<file path="src/rtl/queue_pkg.sv">
// Shared constants for the synchronous FIFO and its storage array.
package queue_pkg;
    localparam int DEFAULT_DATA_WIDTH = 8;
    localparam int DEFAULT_DEPTH      = 16;
    localparam int ADDR_WIDTH         = $clog2(DEFAULT_DEPTH);
    localparam int CNT_WIDTH          = ADDR_WIDTH + 1;
endpackage

</file>
<file path="src/rtl/queue_mem.sv">
// DEPTH x DATA_WIDTH register array with one synchronous write port and one
// registered read port; rdata is the queue's data_out.
module queue_mem #(
    parameter int DATA_WIDTH = 8,
    parameter int DEPTH      = 16
) (
    input  logic                       clk,
    input  logic                       reset,
    input  logic                       we,
    input  logic [$clog2(DEPTH)-1:0]   waddr,
    input  logic [DATA_WIDTH-1:0]      wdata,
    input  logic                       re,
    input  logic [$clog2(DEPTH)-1:0]   raddr,
    output logic [DATA_WIDTH-1:0]      rdata
);

    logic [DATA_WIDTH-1:0] mem [DEPTH];

    always_ff @(posedge clk) begin
        if (we)
            mem[waddr] <= wdata;
    end

    // A same-edge write to raddr (full queue, push+pop) returns the old word.
    always_ff @(posedge clk) begin
        if (reset)
            rdata <= '0;
        else if (re)
            rdata <= mem[raddr];
    end

endmodule

</file>
<file path="src/rtl/queue.sv">
// Synchronous FIFO: pointers, occupancy count, registered flags and a sticky
// error bit around a queue_mem storage array.
module queue
    import queue_pkg::*;
#(
    parameter int DATA_WIDTH = DEFAULT_DATA_WIDTH,
    parameter int DEPTH      = DEFAULT_DEPTH
) (
    input  logic                       clk,
    input  logic                       reset,
    input  logic                       push,
    input  logic                       pop,
    input  logic [DATA_WIDTH-1:0]      data_in,
    output logic [DATA_WIDTH-1:0]      data_out,
    output logic                       full,
    output logic                       empty,
    output logic [$clog2(DEPTH):0]     count,
    output logic                       error
);

    localparam int AW = $clog2(DEPTH);
    localparam int CW = AW + 1;

    logic [AW-1:0] wr_ptr;
    logic [AW-1:0] rd_ptr;
    logic          push_ok;
    logic          pop_ok;
    logic          rejected;
    logic [CW-1:0] count_next;

    // A pop at full frees the slot the simultaneous push lands in.
    always_comb begin
        pop_ok     = pop && !empty;
        push_ok    = push && (!full || pop_ok);
        rejected   = (push && !push_ok) || (pop && !pop_ok);
        count_next = count + CW'(push_ok) - CW'(pop_ok);
    end

    always_ff @(posedge clk) begin
        if (reset) begin
            wr_ptr <= '0;
            rd_ptr <= '0;
            count  <= '0;
            empty  <= 1'b1;
            full   <= 1'b0;
            error  <= 1'b0;
        end else begin
            if (push_ok)
                wr_ptr <= wr_ptr + 1'b1;
            if (pop_ok)
                rd_ptr <= rd_ptr + 1'b1;
            count <= count_next;
            empty <= (count_next == '0);
            full  <= (count_next == CW'(DEPTH));
            // Any rejection sets error; a clean accepted request clears it.
            if (rejected)
                error <= 1'b1;
            else if (push_ok || pop_ok)
                error <= 1'b0;
        end
    end

    queue_mem #(
        .DATA_WIDTH (DATA_WIDTH),
        .DEPTH      (DEPTH)
    ) u_mem (
        .clk   (clk),
        .reset (reset),
        .we    (push_ok),
        .waddr (wr_ptr),
        .wdata (data_in),
        .re    (pop_ok),
        .raddr (rd_ptr),
        .rdata (data_out)
    );

endmodule

</file>
<file path="config.mk">
export PLATFORM = sky130hd
export DESIGN_NAME = queue
export DESIGN_NICKNAME = d
export VERILOG_FILES = /design/src/rtl/queue_pkg.sv /design/src/rtl/queue_mem.sv /design/src/rtl/queue.sv
export SDC_FILE = /design/constraint.sdc
export NUM_CORES = 1
export LEC_CHECK = 0
export ABC_AREA = 0
export CORE_ASPECT_RATIO = 1.4
export CORE_MARGIN = 2
export CORE_UTILIZATION = 30
export CTS_CLUSTER_SIZE = 28
export DETAILED_ROUTE_END_ITERATION = 16
export SLEW_MARGIN = 0
export SYNTH_ARGS = -nofsm -noshare
export SYNTH_HDL_FRONTEND = slang
export SYNTH_HIERARCHICAL = 1
export SYNTH_SLANG_ARGS = --single-unit
</file>
<file path="constraint.sdc">
create_clock -name clk -period 3.4 [get_ports clk]
set_input_delay 0.34 -clock clk [delete_from_list [all_inputs] [get_ports clk]]
set_output_delay 0.34 -clock clk [all_outputs]
set_load 0.05 [all_outputs]
</file>
Yosys cells after proc, flatten, opt, wreduce, memory -nomap -nowiden:

Memory sizes are Yosys's and may differ from the RTL's. A register that Yosys moved wholly into a read port is not among the register bits.
Index checks and enable logic that the tools add are counted.

* add/subtract/negate cells: 4
* $mul: 0
* div/mod/pow operators: 0
* $lt $le $gt $ge: 0
* eq/ne operators: 1
* shift operators: 0
* muxes and demuxes: 4
* bitwise operators: 0
* reductions and logical operators: 13

Operator list (number)
* adder 4 x 1 -> 4 bit (second input constant): 2
* adder 5 x 1 -> 5 bit: 1
* equality test 5 bit (second input constant): 1
* zero test 5 bit: 1
* subtractor 5 x 1 -> 5 bit: 1
* logical AND 1 bit: 4
* zero test 1 bit: 4
* 2-to-1 mux 1 bit: 4
* logical OR 1 bit: 3
* nonzero test 2 bit: 1

* flip-flop bits (word level): 16
* bits in latches: 0
* memory bits (writable): 128
* bits in read-only memories: 0
* input port bits: 12
* output and inout port bits: 16
* word-level logic and storage cells: 29
* memories: 1

Memory list
* u_mem.mem: depth 16, width 8, rd ports 1, clocked after memory_dff 1, write ports 1, RTL line queue_mem.sv:17 `logic [DATA_WIDTH-1:0] mem [DEPTH];`

Longest topological paths before layout:

Gate-level depths: netlist of the first run.

* word-level depth: 8
* gate-level depth with buffers: 13
* gate-level depth less buffers: 12

Modules after synthesis:

Netlist of the first run, hierarchy kept.

Modules (own cells, without submodules)
* queue_mem: instances 1, cells an instance 316, area an instance 5343.9 µm², seq. area each 4003.8 µm²
* queue: instances 1, cells an instance 79, area an instance 782.0 µm², seq. area each 320.3 µm²

Worst setup path after synthesis of the first run:

Ideal clock, no wire load.

* path kind: register to register
* start point: reg empty
* end point: reg empty
* library setup time: 0.116 ns
* data arrival time: 2.616 ns
* data required time: 3.284 ns
* slack: 0.668 ns
* stages on the path, launching flop included: 14
* buffers on the path: 1
* clock period less this slack: 2.732 ns
* path through: dfxtp_1 nor2b_1 buf_4 o21a_4 inv_1 ha_1 inv_1 ha_1 inv_1 fa_1 nand2b_1 a21oi_2 xnor2_1 a41o_2

* longest elaborated chain between the ends: 7

Ends and longest elaborated chain
* start: declaration: RTL line queue.sv:16 `output logic empty,`
* start signal: assignment: RTL line queue.sv:53 `empty <= (count_next == '0);`
* zero test 1 bit: RTL line queue.sv:33 `pop_ok = pop && !empty;`
* logical AND 1 bit: RTL line queue.sv:33
* named net pop_ok: RTL line queue.sv:27 `logic pop_ok;`
* logical OR 1 bit: RTL line queue.sv:34 `push_ok = push && (!full || pop_ok);`
* logical AND 1 bit: RTL line queue.sv:34
* named net push_ok: RTL line queue.sv:26 `logic push_ok;`
* adder 5 x 1 -> 5 bit: RTL line queue.sv:36 `count_next = count + CW'(push_ok) - CW'(pop_ok);`
* subtractor 5 x 1 -> 5 bit: RTL line queue.sv:36
* zero test 5 bit: RTL line queue.sv:53

The timed path passes the listed nets, and every way through them passes these cells.
A chain may end at the register's enable or synchronous reset.

Final worst setup path of the first run:

* start point: in pop
* end point: reg empty

* longest elaborated chain between the ends: 6

Ends and longest elaborated chain
* start: declaration: RTL line queue.sv:12 `input logic pop,`
* logical AND 1 bit: RTL line queue.sv:33
* logical OR 1 bit: RTL line queue.sv:34
* logical AND 1 bit: RTL line queue.sv:34
* named net push_ok: RTL line queue.sv:26
* adder 5 x 1 -> 5 bit: RTL line queue.sv:36
* subtractor 5 x 1 -> 5 bit: RTL line queue.sv:36
* zero test 5 bit: RTL line queue.sv:53

The timed path passes the listed nets, and every way through them passes these cells.

==> results of run 1 <==
per-stage QoR:
step | hold slack, ns | util | std cells | power (mW) | worst slack [ns]
after global routing | 0.5092 | 0.3694 | 710 | 5.329 | 0.6331
after CTS | 0.4776 | 0.3694 | 710 | 5.158 | 0.8032
final | 0.4737 | 0.3694 | 710 | 5.123 | 0.8119
after global placement | 0.4621 | 0.3375 | 678 | 3.130 | 0.4452
after detailed placement | 0.4751 | 0.3375 | 678 | 3.167 | 0.3685
after floorplan | 0.4114 | - | 395 | 2.863 | 0.6677
cell families (layout without fill, tap and decap cells):
| kind of cell | count (synthesis) | count (layout) | synth area share |
|---|---|---|---|
| multiplexers | 66 | 66 | 0.1078 |
| AO/OA/AOI/OAI | 40 | 40 | 0.04800 |
| adder cells (fa/ha/maj) | 8 | 8 | 0.01756 |
| XOR/XNOR | 10 | 10 | 0.01552 |
| buffers and inverters | 24 | 87 | 0.03002 |
| flip-flops | 152 | 152 | 0.7059 |
| AND/OR/NAND/NOR | 95 | 95 | 0.07516 |
routing by layer:
layer  track usage  routed length, um  vias to the layer above
met5             0                  0                        -
met4       0.03886                105                        0
met3       0.03156                401                        6
met2        0.2015               6398                       53
met1        0.1427               5385                     1684
li1              -                  -                     1590
flip-flops by register name, summed over array words and instances, names as in the netlist:
register,count
full,1
empty,1
error,1
rd_ptr,4
u_mem/rdata,8
wr_ptr,4
count,5
u_mem/mem,128
final cells by class:
class | instances | area, um2
fill | 1852 | 12560
clock inverter | 13 | 202.7
tap | 252 | 315.3
multi-input combinational | 219 | 1618
clock buffer | 19 | 432.9
timing repair buffer | 47 | 432.9
inverter | 8 | 30.03
sequential | 152 | 4328
final timing paths:
kind | startpoint | to | slack (ns) | cells after the start
worst max-delay path | pop | empty | 0.81 | 13
worst max register to register | empty | empty | 0.92 | 12
worst min register to register | u_mem/rdata[3] | u_mem/rdata[3] | 0.47 | 2
worst min-delay path | u_mem/rdata[3] | u_mem/rdata[3] | 0.47 | 2
cell usage in the layout, fill, tap and decap left out, types with 17 or more instances in the layout:
master / n
a22oi_1: 24
dfxtp_1: 23
mux2i_1: 66
edfxtp_1: 128
nor2_1: 28
nand3_1: 25
clkbuf_16: 17
buf_4: 19
nand2_1: 19
clkdlybuf4s50_1: 27
worst min-delay path: stages, from the launching register on:
cell and delay [ns]:
dfxtp_1 0.32, nand2_1 0.05, nand3_1 0.05
power by group through the flow:
| stage | registers [mW] | clock network (mW) | logic, mW |
|---|---|---|---|
| CTS | 2.22 | 2.02 | 0.917 |
| detailed placement | 2.25 | 0 | 0.913 |
| global placement | 2.25 | 0 | 0.879 |
| global route | 2.23 | 2.11 | 0.993 |
| floorplan | 2.42 | 0 | 0.444 |
| finish | 2.21 | 2.00 | 0.905 |
==> summary.md, run 1 <==
| Metric | Value |
|---|---|
| Worst slew pin tran | `0.8037 ns` |
| Most used cell along the critical path | `inv_1` |
| First-pass GRT wire length | `around 19,000 um` |
| Critical-path maximum fanout | `7` |
| Mapped Cells | `just under 400` |
| Pin count of the biggest net entering global routing | `42` |
| Synth-to-layout area growth | `20.14%` |
| Drt total wl | `approximately 12,000 um` |
| Required @ worst endpoint | `between 3 and 4 ns` |
| Post-synthesis async set-or-reset flop share | `0` |
| Antenna-violating nets left | `0` |
| Synthesized area | `6126 um2` |
| Setup bufs post-CTS | `0` |
| #FFs+latches synth | `152` |
| Worst path top cell family by delay | `adder cells` |
| Worst-path cell chain | `clkdlybuf4s50_1, nor2b_1, o21a_4, inv_1, ha_1, inv_1, ha_1, inv_1, fa_1, nand2b_1, a21oi_2, xnor2_1, a41o_2` |
| Switching part of the total | `0.2643` |
| Later-pin clock latency in the skew report | `0.42 ns` |
| Die Wd | `124.8 um` |
| Design area | `7360 um2` |
| CTS H-Tree Depth | `4` |
| Sw power | `about 1.4 mW` |
| Pint | `3.769 mW` |
| TritonCTS buffer count | `17` |
| DP HPWL | `8108 um` |
| CP Class | `in2reg` |
| Post-synth top area cell | `edfxtp_1` |
| Total Neg Setup Slack | `0 ns` |
| Initial antenna violation count | `0` |
| Top_reg_cell synth | `edfxtp_1` |
| Clock root buffer | `clkbuf_16` |
| Share of cells above drive strength 1 | `0.1288` |
| Initial detailed-routing violation count | `271` |
| Max-Cap Viols | `0` |
| Diodes inserted | `0` |
| Clock network power share | `0.391` |
| Die area | `21,600 um2` |
| Top cells by count, synth | `edfxtp_1 (128), mux2i_1 (66), nor2_1 (28)` |
| GRT overflow | `0` |
| Number of flops mapped to enable cells by yosys | `about 130` |
| Worst hold path class | `reg2reg` |
| # rows | `61` |
| RSZ-0062 raised after global routing | `no` |
| Area share of the leading cell type in the synthesized netlist | `0.6275` |
| Port bufs | `27` |
| F_max | `~0.39 GHz` |
| Critical path endpoint category | `register` |
| Starting density of the core | `0.3075` |
| DIE HEIGHT | `173.1 um` |
| Via count | `3,333` |
| CTS tree | `yes` |
| Worst vdd rail ir drop | `0.5222 mV` |
| Lkg Pwr | `between 2 and 2.5 nW` |
| I/O pin cnt | `28` |
| Post-cts resize count | `0` |
| Synth area leaders | `edfxtp_1 (63%), mux2i_1 (11%), dfxtp_1 (7.8%), a22oi_1 (2.9%), nand3_1 (2.0%)` |
| Power density cells | `696.1 nW/um2` |
| Clock Skew | `0.008255 ns` |
| DRC Markers | `0` |
| Reg power frac | `0.432` |
| Crit path DAT | `2.95 ns` |
| Vias per cell | `4.694` |
| CTS Sinks | `about 150` |
| Startpoint types | `input port` |
| Number of global-route vias before repair | `3,501` |
| Global Route Usage Sum | `0.1173` |
| Status | `completed` |
| Final hold violation count | `0` |
| Routed len/inst | `17.31 um` |
| Fin nets | `465` |
| Gate power share | `0.177` |
| Buf/Inv on CP | `4` |
| Setup violators final | `0` |
| Fin crit period | `2.588 ns` |
| CP peak stage delay | `0.47 ns` |
| Count leader, synth | `edfxtp_1` |
| YS warnings | `6` |
| Syn nets | `between 400 and 500` |
| Crit share post-route | `0.7612` |
| DRT Pass-1 Iters | `4` |
| Sequential area share after synthesis | `0.7059` |
| Critical-path top delay cell | `clkdlybuf4s50_1` |
| Fin. max-slew vios | `0` |
| Mean Syn Cell Area | `between 15 and 20 um2` |
| Post-CTS Hold Buffers | `0` |
| Core area | `19,920 um2` |
| Synth unique cells | `36` |
| Clk slew on worst S/H paths | `approximately 0.060 ns` |
| Rel. slew slack | `0.4622` |
| GP Congestion | `0.7739` |
| Post-DP Area | `6724 um2` |
| Max clock buf depth | `2` |
Power figures use the tool's default switching activity.
==> inputs of run 2 (changes only) <==
==> constraint.sdc (replaced) <==
create_clock -name clk -period 2.6 [get_ports clk]
set_input_delay 0.26 -clock clk [delete_from_list [all_inputs] [get_ports clk]]
set_output_delay 0.26 -clock clk [all_outputs]
set_load 0.05 [all_outputs]
==> run 2 against run 1 <==
  * First-iteration DRC count fell by 10%
  * Clock skew down 0.0010 ns
  * Via count up 3.6%
  * Total power rose by 29%
  * Sequential power grew 31%
  * Critical path depth unchanged
  * Utilization is 0.49 points higher
  * Routed wire length up 3.8%
  * Design area increased by 1.3%
  * Worst setup slack lost 0.62 ns
  * Cell count up 2.0%
  * Clock power increased by 25%
  * Critical path type unchanged
==> summary.md, run 2 (synthesis gave the netlist of run 1 again) <==
| Metric | Value |
|---|---|
| Post-CTS Hold Buffers | `0 (unchanged)` |
| CTS H-Tree Depth | `4 (unchanged)` |
| Global Route Usage Sum | `0.1201 (was 0.1173)` |
| Critical-path top delay cell | `clkdlybuf4s50_1 (unchanged)` |
| F_max | `0.4145 GHz` |
| # rows | `61 (unchanged)` |
| Worst Hold Endpoint | `u_mem/rdata[6] (was u_mem/rdata[3])` |
| Die area | `21,600 um2 (unchanged)` |
| Post-DP Area | `6832 um2 (was 6724 um2)` |
| Hold Crit Depth | `2 (unchanged)` |
| RSZ-0062 raised after global routing | `no (unchanged)` |
| Worst r2r src | `empty (unchanged)` |
| Starting density of the core | `0.3075 (unchanged)` |
| Routed len/inst | `17.63 um (was 17.31 um)` |
| Hold Crit Start | `u_mem/rdata[6] (was u_mem/rdata[3])` |
| CP peak stage delay | `0.47 ns (about the same)` |
| Antenna-violating nets left | `0 (unchanged)` |
| Share of cells above drive strength 1 | `0.1631 (was 0.1288)` |
| Setup violators final | `0 (unchanged)` |
| Reg power frac | `0.439 (was 0.432)` |
| Most frequent cells in the layout | `edfxtp_1 (128), mux2i_1 (66), buf_4 (33) (was edfxtp_1 (128), mux2i_1 (66), nor2_1 (28))` |
| Clock network power share | `0.376 (was 0.391)` |
| Initial detailed-routing violation count | `243 (was 271)` |
| DIE HEIGHT | `173.1 um (unchanged)` |
| Pin count of the biggest net entering global routing | `33 (was 42)` |
| Max-Cap Viols | `0 (unchanged)` |
| Initial antenna violation count | `0 (unchanged)` |
| Startpoint types | `input port (unchanged)` |
| Reg2reg setup slack | `0.20 ns (was 0.92 ns)` |
| Critical path endpoint category | `register (unchanged)` |
| Total Neg Setup Slack | `0 ns (unchanged)` |
| GRT Max-Usage Layer | `met2 (unchanged)` |
| GRT overflow | `0 (unchanged)` |
| Max reg flops | `128 (unchanged)` |
| Top Registers | `u_mem/mem (128), u_mem/rdata (8), count (5) (unchanged)` |
| Worst flop-to-flop path endpoint | `empty (unchanged)` |
| Post-cts resize count | `0 (unchanged)` |
| Depth of the worst register-to-register path | `12 (unchanged)` |
| Met1 global-route usage | `0.1402 (was 0.1427)` |
| Synth-to-layout area growth | `21.73% (was 20.14%)` |
| Biggest register | `u_mem/mem (unchanged)` |
| Critical-path maximum fanout | `3 (was 7)` |
| Lkg Pwr | `2.422 nW (was 2.359 nW)` |
| Worst vdd rail ir drop | `0.6040 mV (was 0.5222 mV)` |
| Worst hold path class | `reg2reg (unchanged)` |
| Later-pin clock latency in the skew report | `0.41 ns (was 0.42 ns)` |
| Fin nets | `479 (was 465)` |
| Fillers | `1,838 (was 1,852)` |
| Drt total wl | `12,760 um (was 12,290 um)` |
| CP Class | `in2reg (unchanged)` |
| M2 GR Usage | `0.2095 (was 0.2015)` |
| Pint | `4.801 mW (was 3.769 mW)` |
| Crit path DAT | `2.77 ns (was 2.95 ns)` |
| Die Wd | `124.8 um (unchanged)` |
| Setup bufs post-CTS | `0 (unchanged)` |
| Vias per cell | `4.771 (was 4.694)` |
| First-pass GRT wire length | `19,790 um (was 19,440 um)` |
| Design area | `7457 um2 (was 7360 um2)` |
| Grt met3 use | `0.02537 (was 0.03156)` |
| Rel. slew slack | `0.4525 (was 0.4622)` |
| Status | `completed (unchanged)` |
| Crit path from | `pop (unchanged)` |
| DP HPWL | `8513 um (was 8108 um)` |
| Clock root buffer | `clkbuf_16 (unchanged)` |
| Worst slew pin tran | `0.8212 ns (was 0.8037 ns)` |
| GP Congestion | `0.7448 (was 0.7739)` |
| Gate power share | `0.186 (was 0.177)` |
| Fin. max-slew vios | `0 (unchanged)` |
| Most used cell along the critical path | `inv_1 (unchanged)` |
| Crit share post-route | `0.9280` |
| Sw power | `1.819 mW (was 1.354 mW)` |
| DRC Markers | `0 (unchanged)` |
| Worst setup margin | `0.1873 ns (was 0.8119 ns)` |
| DRT Pass-1 Iters | `4 (unchanged)` |
| Max clock buf depth | `2 (unchanged)` |
| CTS tree | `yes (unchanged)` |
| Via count | `3,454 (was 3,333)` |
| Diodes inserted | `0 (unchanged)` |
| Worst-path cell chain | `clkdlybuf4s50_1, nor2b_1, o21a_4, inv_1, ha_1, inv_1, ha_1, inv_1, fa_1, nand2b_1, a21oi_2, xnor2_1, a41o_2 (unchanged)` |
| Final hold violation count | `0 (unchanged)` |
| Hold WS | `0.4652 ns (was 0.4737 ns)` |
| Clock Skew | `0.007212 ns (was 0.008255 ns)` |
| Required @ worst endpoint | `2.95 ns (was 3.76 ns)` |
| TritonCTS buffer count | `17 (unchanged)` |
| Switching part of the total | `0.2748 (was 0.2643)` |
| Number of global-route vias before repair | `3,625 (was 3,501)` |
| Most common cell after layout, fill and taps aside | `edfxtp_1 (unchanged)` |
| Setup WS pre-CTS | `-0.2689 ns (was 0.3685 ns)` |
| I/O pin cnt | `28 (unchanged)` |
| Core area | `19,920 um2 (unchanged)` |
| Port bufs | `27 (unchanged)` |
| Clk slew on worst S/H paths | `0.06 ns (about the same)` |
| Fin util | `0.3743 (was 0.3694)` |
| Power density cells | `887.8 nW/um2 (was 696.1 nW/um2)` |
| CTS Sinks | `152 (unchanged)` |
| Fin crit period | `2.413 ns` |
## run 2: changes by cell type in the layout (fill, tap and decap cells not counted), sizes merged
cell,delta
clkinvlp,+1
inv,+2
buf,+14
clkbuf,+1
bufinv,-3
clkinv,-1
## run 2: final cells by class
class / instances / area [um2] / area share
Sequential cell: 152 / 4330 / 0.5807
Multi-Input combinational cell: 219 / 1625 / 0.2180
Timing Repair Buffer: 61 / 538.0 / 0.07215
Clock buffer: 20 / 479.2 / 0.06426
Tap cell: 252 / 315.3 / 0.04228
Clock inverter: 12 / 138.9 / 0.01862
Inverter: 8 / 30.03 / 0.004027
## run 2: worst max-delay path: cells and delay by family
kind,cells,cell delay (ns)
AOI/OAI and AO/OA,3,0.53
xor gates and xnor gates,1,0.19
adders and majority gates,3,0.81
buffers and inverters,4,0.61
and+or+nand+nor,2,0.37
## run 2: power by group through the flow
stage	Combinational (mW)	Clock, mW	Sequential, mW
final	1.23	2.49	2.90
after global routing	1.33	2.62	2.92
after CTS	1.22	2.53	2.91
after detailed placement	1.22	0	2.96
after global placement	1.18	0	2.95
after floorplan	0.581	0	3.17
## run 2: layer usage
metal	up-vias	wire length [um]
met5	-	0
met4	0	359
met3	20	355
met2	77	6561
met1	1729	5486
li1	1628	-
## run 2: worst max-delay path by stage
stage	to	slack, ns	cells past startpoint
after floorplan	empty	0.03	13
after CTS	full	0.14	12
after global routing	empty	0.04	12
after detailed placement	full	-0.27	13
final	empty	0.19	13
after global placement	empty	-0.20	13
## run 2: stage by stage
| stage | cells | power (mW) |
|---|---|---|
| after floorplan | 395 | 3.747 |
| after global placement | 692 | 4.131 |
| after detailed placement | 692 | 4.174 |
| after CTS | 724 | 6.661 |
| after global routing | 724 | 6.865 |
| final | 724 | 6.620 |
==> inputs of run 3 (changes only) <==
--- a/config.mk
+++ b/config.mk
@@ -11,7 +11,7 @@
 export CORE_UTILIZATION = 30
 export CTS_CLUSTER_SIZE = 28
 export DETAILED_ROUTE_END_ITERATION = 16
-export SLEW_MARGIN = 0
+export SLEW_MARGIN = 5
 export SYNTH_ARGS = -nofsm -noshare
 export SYNTH_HDL_FRONTEND = slang
 export SYNTH_HIERARCHICAL = 1
==> constraint.sdc (replaced) <==
create_clock -name clk -period 2.4 [get_ports clk]
set_input_delay 0.24 -clock clk [delete_from_list [all_inputs] [get_ports clk]]
set_output_delay 0.24 -clock clk [all_outputs]
set_load 0.05 [all_outputs]
==> run 3 against run 2 <==
  * Sequential share of layout area is essentially flat
  * Cell count grew 0.55%
  * Design area is essentially flat
  * Hold slack gained 0.0022 ns
  * Critical path type unchanged
  * Highest routed layer unchanged
==> summary.md, run 3 (synthesis gave the netlist of run 1 again) <==
| Metric | Value |
|---|---|
| Most used cell along the critical path | `inv_2 (was inv_1)` |
| Clock Skew | `0.01219 ns (was 0.007212 ns)` |
| Drt total wl | `12,420 um (was 12,760 um)` |
| Clock root buffer | `clkbuf_16 (unchanged)` |
| DRC Markers | `0 (unchanged)` |
| Share of cells above drive strength 1 | `0.1786 (was 0.1631)` |
| Biggest register | `u_mem/mem (unchanged)` |
| Die area | `21,600 um2 (unchanged)` |
| Max-Cap Viols | `0 (unchanged)` |
| RSZ-0062 raised after global routing | `no (unchanged)` |
| Via count | `3,420 (was 3,454)` |
| Lkg Pwr | `2.404 nW (was 2.422 nW)` |
| Worst vdd rail ir drop | `0.7764 mV (was 0.6040 mV)` |
| DIE HEIGHT | `173.1 um (unchanged)` |
| Setup bufs post-CTS | `0 (unchanged)` |
| DRT Pass-1 Iters | `5 (was 4)` |
| Starting density of the core | `0.3075 (unchanged)` |
| Top Registers | `u_mem/mem (128), u_mem/rdata (8), count (5) (unchanged)` |
| Max clock buf depth | `2 (unchanged)` |
| Die Wd | `124.8 um (unchanged)` |
| DP HPWL | `8375 um (was 8513 um)` |
| Vias per cell | `4.698 (was 4.771)` |
| Status | `completed (unchanged)` |
| CTS tree | `yes (unchanged)` |
| Max reg flops | `128 (unchanged)` |
| Initial antenna violation count | `0 (unchanged)` |
| GRT overflow | `0 (unchanged)` |
| Initial detailed-routing violation count | `241 (was 243)` |
| Startpoint types | `input port (unchanged)` |
| Rel. slew slack | `0.4909 (was 0.4525)` |
| Design area | `7456 um2 (was 7457 um2)` |
| Final hold violation count | `0 (unchanged)` |
| Antenna-violating nets left | `0 (unchanged)` |
| Design Power | `6.947 mW (was 6.620 mW)` |
| F_max | `0.4409 GHz` |
| Worst slew pin tran | `0.7609 ns (was 0.8212 ns)` |
| Number of global-route vias before repair | `3,536 (was 3,625)` |
| Critical path endpoint category | `register (unchanged)` |
| Crit share post-route | `0.9450` |
| Fin. max-slew vios | `0 (unchanged)` |
| GP Congestion | `0.7614 (was 0.7448)` |
| CTS H-Tree Depth | `4 (unchanged)` |
| Cells after DPL | `696 (was 692)` |
| Later-pin clock latency in the skew report | `0.41 ns (about the same)` |
| Synth-to-layout area growth | `21.71% (was 21.73%)` |
| Most common cell after layout, fill and taps aside | `edfxtp_1 (unchanged)` |
| Fillers | `1,811 (was 1,838)` |
| TritonCTS buffer count | `17 (unchanged)` |
| Routed len/inst | `17.06 um (was 17.63 um)` |
| Crit path DAT | `2.58 ns (was 2.77 ns)` |
| Fin nets | `483 (was 479)` |
| Setup WS pre-CTS | `-0.3651 ns (was -0.2689 ns)` |
| Pin count of the biggest net entering global routing | `30 (was 33)` |
| CP Class | `in2reg (unchanged)` |
| First-pass GRT wire length | `19,510 um (was 19,790 um)` |
| Clk slew on worst S/H paths | `0.06 ns (about the same)` |
| Global Route Usage Sum | `0.1181 (was 0.1201)` |
| Core area | `19,920 um2 (unchanged)` |
| Final non-filler cell total | `728 (was 724)` |
| Diodes inserted | `0 (unchanged)` |
| Setup violators final | `0 (unchanged)` |
| Critical-path top delay cell | `clkdlybuf4s50_1 (unchanged)` |
| Worst-path cell chain | `clkdlybuf4s50_1, nor2b_2, o21a_4, inv_2, ha_4, inv_2, ha_4, inv_2, fa_2, nand2b_4, a21oi_4, xnor2_2, a41o_2 (was clkdlybuf4s50_1, nor2b_1, o21a_4, inv_1, ha_1, inv_1, ha_1, inv_1, fa_1, nand2b_1, a21oi_2, xnor2_1, a41o_2)` |
| Port bufs | `27 (unchanged)` |
| Critical-path maximum fanout | `3 (unchanged)` |
| Worst hold path class | `reg2reg (unchanged)` |
| CP peak stage delay | `0.43 ns (was 0.47 ns)` |
| # rows | `61 (unchanged)` |
| I/O pin cnt | `28 (unchanged)` |
| CTS Sinks | `152 (unchanged)` |
| Required @ worst endpoint | `2.71 ns (was 2.95 ns)` |
| Power density cells | `931.8 nW/um2 (was 887.8 nW/um2)` |
| Post-DP Area | `6914 um2 (was 6832 um2)` |
| Fin crit period | `between 2 and 2.5 ns` |
| Most frequent cells in the layout | `edfxtp_1 (128), mux2i_1 (66), buf_4 (37) (was edfxtp_1 (128), mux2i_1 (66), buf_4 (33))` |
| Worst setup margin | `0.1320 ns (was 0.1873 ns)` |
## run 3: changes by cell type in the layout (fill, tap and decap cells not counted), moves of 2 or more
cell	change
clkinvlp_4	+2
ha_1	-2
clkinv_1	+3
buf_4	+4
clkinv_4	-2
inv_1	-3
inv_2	+3
clkbuf_16	-2
ha_4	+2
## run 3: metrics by stage
stage,hold slack (ns),utilization,setup TNS (ns)
2_1_floorplan,0.3040,-,-0.1050
3_3_place_gp,0.4583,0.3471,-0.7581
3_5_place_dp,0.4664,0.3471,-1.239
4_1_cts,0.4757,0.3742,0
5_1_grt,0.4912,0.3743,0
6_report,0.4674,0.3743,0
## run 3: power by group
| group | total [mW] | internal (mW) | switching (mW) |
|---|---|---|---|
| Sequential | 3.15 | 3.03 | 0.115 |
| Combinational | 1.41 | 0.571 | 0.841 |
| Clock | 2.39 | 1.41 | 0.979 |
## run 3: area by class of cell
type	instances	area (um2)	share of cell area
flip-flops and latches	152	4333	0.5811
clock buffers	19	432.9	0.05806
well taps	252	315.3	0.04229
repair buffers	65	568.0	0.07619
multi-input cells	219	1670	0.2240
clock inverters	13	106.4	0.01426
inverters	8	30.03	0.004028
## run 3: worst paths after layout
kind	from	to	slack, ns	cells after the start
max	pop	empty	0.13	13
min	u_mem/rdata[5]	u_mem/rdata[5]	0.47	2
max reg2reg	empty	empty	0.15	12
min reg2reg	u_mem/rdata[5]	u_mem/rdata[5]	0.47	2
## run 3: worst max-delay path: cells and delay by family
| family | cells | cell delay (ns) |
|---|---|---|
| adder cells (fa/ha/maj) | 3 | 0.67 |
| XOR/XNOR | 1 | 0.11 |
| AND/OR/NAND/NOR | 2 | 0.34 |
| AO/OA/AOI/OAI | 3 | 0.65 |
| buffers and inverters | 4 | 0.59 |
## run 3: routing by layer
layer | global-route usage | vias up | part of all wire
met5 | 0 | - | 0
met4 | 0.04635 | 0 | 0.018
met3 | 0.02537 | 13 | 0.033
met2 | 0.2072 | 70 | 0.52
met1 | 0.1407 | 1703 | 0.43
li1 | - | 1634 | -
## run 3: timing repair
item                                    CTS  global route
endpoints found under the setup margin    0             2
hold buffers                              0             0
gates resized for setup                   0             1
